File: config.mk
export PLATFORM = sky130hd
export DESIGN_NAME = hex2ascii_conv_flat
export DESIGN_NICKNAME = d
export VERILOG_FILES = /design/src/rtl/hex2ascii_conv_if.sv /design/src/rtl/hex2ascii_conv.sv /design/src/flat_wrapper.sv
export SDC_FILE = /design/constraint.sdc
export NUM_CORES = 1
export LEC_CHECK = 0
export ABC_AREA = 1
export CORE_MARGIN = 3
export CORE_UTILIZATION = 41
export DETAILED_ROUTE_END_ITERATION = 8
export PLACE_DENSITY = 0.72
export SLEW_MARGIN = 20
export SYNTH_ARGS = -nofsm -noshare
export SYNTH_HDL_FRONTEND = slang
export SYNTH_SLANG_ARGS = --single-unit
File: constraint.sdc
create_clock -name clk -period 0.9 [get_ports clk]
set_clock_uncertainty 0.15 [all_clocks]
set_input_delay 0.18 -clock clk [delete_from_list [all_inputs] [get_ports clk]]
set_output_delay 0.18 -clock clk [all_outputs]
set_load 0.005 [all_outputs]
File: src/rtl/hex2ascii_conv_if.sv
// Handshake bundle for the hex-digit to ASCII stage: digit in, character out.
// The master drives a digit; the slave (the converter) returns the code and status.
interface hex2ascii_conv_if;
  logic       in_valid;
  logic [3:0] H;
  logic [6:0] A;
  logic       out_valid;
  logic       mismatch;

  modport master (
    output in_valid,
    output H,
    input  A,
    input  out_valid,
    input  mismatch
  );

  modport slave (
    input  in_valid,
    input  H,
    output A,
    output out_valid,
    output mismatch
  );
endinterface

File: src/rtl/hex2ascii_conv.sv
// Registered hex digit to uppercase ASCII converter. Three independent encoders
// are compared every cycle, and any disagreement latches a sticky mismatch flag.
module hex2ascii_conv #(
  parameter logic [6:0] RESET_CHAR = 7'h30
) (
  input  logic             clk,
  input  logic             rst,
  hex2ascii_conv_if.slave  bus
);

  logic [3:0] h;
  assign h = bus.H;

  // Gate-level encoder: letters set bit 6, and their low bits are (H-9)[2:0].
  wire h0_n, h1_n, h2_n;
  wire h21_or, s6, s6_n, s3;
  wire h10_n, dec0, dec1, dec2;
  wire hi0, hi1, hi2, lo0, lo1, lo2;
  wire s0, s1, s2;

  not u_n0 (h0_n, h[0]);
  not u_n1 (h1_n, h[1]);
  not u_n2 (h2_n, h[2]);

  or  u_or21 (h21_or, h[2], h[1]);
  and u_a6   (s6, h[3], h21_or);
  not u_n6   (s6_n, s6);
  and u_a3   (s3, h[3], h2_n, h1_n);

  // (H-9) mod 8 equals H[2:0]-1 mod 8, so a 3-bit decrement is enough.
  buf  u_d0  (dec0, h0_n);
  xnor u_d1  (dec1, h[1], h[0]);
  and  u_b10 (h10_n, h1_n, h0_n);
  xor  u_d2  (dec2, h[2], h10_n);

  and u_hi0 (hi0, s6, dec0);
  and u_hi1 (hi1, s6, dec1);
  and u_hi2 (hi2, s6, dec2);
  and u_lo0 (lo0, s6_n, h[0]);
  and u_lo1 (lo1, s6_n, h[1]);
  and u_lo2 (lo2, s6_n, h[2]);
  or  u_m0  (s0, hi0, lo0);
  or  u_m1  (s1, hi1, lo1);
  or  u_m2  (s2, hi2, lo2);

  logic [6:0] s_code;
  assign s_code = {s6, s6_n, s6_n, s3, s2, s1, s0};

  logic [6:0] d_code;
  assign d_code = (h > 4'd9) ? ({3'b000, h} + 7'h37) : ({3'b000, h} + 7'h30);

  logic [6:0] b_code;
  always_comb begin
    b_code = RESET_CHAR;
    case (h)
      4'h0: b_code = 7'h30;
      4'h1: b_code = 7'h31;
      4'h2: b_code = 7'h32;
      4'h3: b_code = 7'h33;
      4'h4: b_code = 7'h34;
      4'h5: b_code = 7'h35;
      4'h6: b_code = 7'h36;
      4'h7: b_code = 7'h37;
      4'h8: b_code = 7'h38;
      4'h9: b_code = 7'h39;
      4'hA: b_code = 7'h41;
      4'hB: b_code = 7'h42;
      4'hC: b_code = 7'h43;
      4'hD: b_code = 7'h44;
      4'hE: b_code = 7'h45;
      4'hF: b_code = 7'h46;
      default: b_code = RESET_CHAR;
    endcase
  end

  logic cycle_mismatch;
  assign cycle_mismatch = (s_code != b_code) | (d_code != b_code);

  logic [6:0] a_q, a_d;
  logic       out_valid_q, out_valid_d;
  logic       mismatch_q, mismatch_d;

  always_comb begin
    a_d         = a_q;
    out_valid_d = 1'b0;
    mismatch_d  = mismatch_q;
    if (bus.in_valid) begin
      a_d         = b_code;
      out_valid_d = 1'b1;
      mismatch_d  = mismatch_q | cycle_mismatch;
    end
  end

  always_ff @(posedge clk or posedge rst) begin
    if (rst) begin
      a_q         <= RESET_CHAR;
      out_valid_q <= 1'b0;
      mismatch_q  <= 1'b0;
    end else begin
      a_q         <= a_d;
      out_valid_q <= out_valid_d;
      mismatch_q  <= mismatch_d;
    end
  end

  assign bus.A         = a_q;
  assign bus.out_valid = out_valid_q;
  assign bus.mismatch  = mismatch_q;

endmodule

File: src/flat_wrapper.sv
// flat-port wrapper written by rule: the top's interface ports become plain ports
module hex2ascii_conv_flat 
#(
  parameter logic [6:0] RESET_CHAR = 7'h30
)
  (clk, rst, bus_in_valid, bus_H, bus_A, bus_out_valid, bus_mismatch);
  hex2ascii_conv_if bus_i ();
  input  logic clk;
  input  logic rst;
  input wire logic [$bits(bus_i.in_valid)-1:0] bus_in_valid;
  input wire logic [$bits(bus_i.H)-1:0] bus_H;
  output wire logic [$bits(bus_i.A)-1:0] bus_A;
  output wire logic [$bits(bus_i.out_valid)-1:0] bus_out_valid;
  output wire logic [$bits(bus_i.mismatch)-1:0] bus_mismatch;
  assign bus_i.in_valid = bus_in_valid;
  assign bus_i.H = bus_H;
  assign bus_A = bus_i.A;
  assign bus_out_valid = bus_i.out_valid;
  assign bus_mismatch = bus_i.mismatch;
  hex2ascii_conv #(.RESET_CHAR(RESET_CHAR)) u_core (.clk(clk), .rst(rst), .bus(bus_i));
endmodule
==> metrics <==
Hold Crit Class in2async; CTS tree done; final setup vio count 14; GRT Total Usage 22.8%; Placement Setup Slack -1.15 ns; Port Buffers 15; maxcap violations 0; synth top area cells dfrtp_1, nand2_1, nand3_1; Pre-antenna DRT Iters 4; Cell variety after synth 13; vias in the first global route 709; most frequent cell on the critical path nand2_1; Max Root-Sink Buffers 2; I/O pin cnt 16; Die Ht 43.9 µm; P_leak 0.613 nW; root buffer cell clkbuf_4; Tcrit/Tclk final 150%; Fmax achieved 0.742 GHz; Required @ worst endpoint 0.90 ns; grt met2 use 40.7%; critical path class in2reg; GR peak layer met2; total gr overflow 0; post-DP HPWL 1100 µm; initial antenna violation count 0; Min Hold Slack 0.0178 ns; Final #Nets 145; cells along the critical path buf_12, inv_12, ha_4, inv_4, ha_4, nand2_4, nand2_2, o21ai_2, nand3_2, nor2_1, nand2_1, nand2_1, nand2_1; Num CTS Buffers 3; placed inst area 933 µm²; CTS hold repair buffers 0; wire length per cell 16.5 µm; CORE AREA 0.00132 mm²; outcome complete, but fails checks; power density over cell area 1120 mW/mm²; first-pass GRT wire length 3280 µm; Worst Max-Slew Pin Slew 0.296 ns; Fin. Hold Viols 0; routability cong. 0.872; largest net degree at the start of global routing 9; GR met1 Demand/Resource 28.2%; fin area 0.00116 mm²; DRC 0; synthesized flop and latch total 8; RSZ-0062 raised after global routing yes; # clock sinks 8; via count 811; drt initial violations 25; sequential share of the synthesized area 34.3%; CP Launch Type primary input; Clock Latency Late Sink ~0.25 ns; share of cells above drive strength 1 60.9%; Synth Cell Area 588 µm²; Setup crit end kind register; via density per instance 5.48; final worst setup slack -0.447 ns; met3 Use GR 1.24%; Layout area overhead 97.4%; critical path's largest stage delay between 0.2 and 0.25 ns; placed cells 136; final slew viol count 0; largest area contributor in the netlist dfrtp_1; Avg Synthesized Cell Area 6.53 µm²; routed wire length 2450 µm; Worst Path Max Fanout 3; CP Data Arrival Time 1.35 ns; H-tree levels 1; Die X 43.9 µm; Initial Utilization approximately 45%; YS warnings 0; Final min period 1.35 ns; Rows 13; failing checks setup timing; post-synth net total about 100; ant diodes 0; post-synth top area share 29.8%; clock transition at the registers of the reported paths 0.06 ns; Worst VDD drop 770 µV; final antenna-violating net count 0; die area 0.00192 mm²; slowest CP cell ha_4; fin cells between 100 and 150; cell count after synthesis 90; max_slew headroom 80.3%
-- registers in the layout, indices dropped and copies added, names as in the netlist --
signal	flops
u_core.bus.out_valid	1
u_core.bus.mismatch	1
u_core.bus.A	6
-- Yosys cell counts, drive strengths merged --
| cell type | n |
|---|---|
| o21a | 1 |
| o31ai | 1 |
| o21ai | 5 |
| nor2 | 8 |
| dfstp | 1 |
| dfrtp | 7 |
| nand3 | 12 |
| buf | 2 |
| ha | 4 |
| inv | 11 |
| nand3b | 1 |
| nand2 | 37 |
-- placed cells by master (no fill, tap or decap), drive strengths merged --
cell type / netlist / routed
nand3: 12 / 12
clkdlybuf4s50: 0 / 1
nand2: 37 / 37
nand3b: 1 / 1
dfstp: 1 / 1
clkinvlp: 0 / 1
nor2: 8 / 8
inv: 11 / 11
buf: 2 / 36
dfrtp: 7 / 7
o21ai: 5 / 5
ha: 4 / 4
o21a: 1 / 1
o31ai: 1 / 1
clkbuf: 0 / 6
dlygate4sd2: 0 / 1
-- metal layers --
layer  part of all wire (%)  vias up
met1                     40      383
li1                       -      373
met4                    6.3        0
met3                    5.2       16
met5                      0        -
met2                     48       39
-- layout make-up --
class	instances	area [µm²]
Clock buffer	4	26.3
Fill cell	62	156
Inverter	11	73.8
Multi-Input combinational cell	69	497
Sequential cell	8	201
Tap cell	15	18.8
Timing Repair Buffer	40	337
Timing Repair inverter	1	7.51
-- critical path: cells and delay by family --
family	cells	cell delay, ns
AO/OA/AOI/OAI	1	0.07
AND/OR/NAND/NOR	7	0.56
adder cells (fa/ha/maj)	2	0.35
buffers and inverters	3	0.19
-- what timing repair did --
| action | 4_1_cts | 5_1_grt |
|---|---|---|
| pin swaps | 19 | 13 |
| gates resized for setup | 80 | 40 |
| endpoints found under the setup margin | 16 | 16 |
| endpoints found under the hold margin | 0 | 0 |
| gates cloned | 1 | 0 |
| setup buffers | 11 | 5 |
-- where the power goes --
group	switching [W]	internal, W	total, W	leakage, nW
combinational	0.000303	0.000291	0.000593	0.504
sequential	0.0000147	0.000393	0.000408	0.0934
clock	0.000132	0.000170	0.000303	0.0150
-- kinds of logic (layout without fill, tap and decap cells) --
group,after synthesis,in the layout,share of synthesized area [%]
AO/OA/AOI/OAI,7,7,6.81
adder cells (fa/ha/maj),4,4,8.51
buffers and inverters,13,56,10.2
AND/OR/NAND/NOR,58,58,40.2
flip-flops,8,8,34.3
-- worst paths after layout --
kind	start	to	slack, ns	depth (start not counted)
max	bus_H[1]	u_core.bus.mismatch$_DFFE_PP0P_	-0.45	13
min	rst	u_core.bus.A[1]$_DFFE_PP0P_	0.02	2
max reg2reg	u_core.bus.A[0]$_DFFE_PP0P_	u_core.bus.A[0]$_DFFE_PP0P_	-0.12	4
min reg2reg	u_core.bus.mismatch$_DFFE_PP0P_	u_core.bus.mismatch$_DFFE_PP0P_	0.35	2
max in group asynchronous	rst	u_core.bus.A[5]$_DFFE_PP1P_	0.30	2
min in group clk	bus_H[1]	u_core.bus.A[3]$_DFFE_PP0P_	0.13	3
-- through the flow --
step / TNS (ns) / utilization [%] / total power, W
detailed placement: -9.10 / 70.8 / 0.000822
floorplan: -0.673 / - / 0.000609
global route: -3.28 / 88.1 / 0.00137
global placement: -8.94 / 70.8 / 0.000812
CTS: -3.08 / 80.5 / 0.00116
finish: -2.90 / 88.1 / 0.00130
Power figures use the tool's default switching activity.
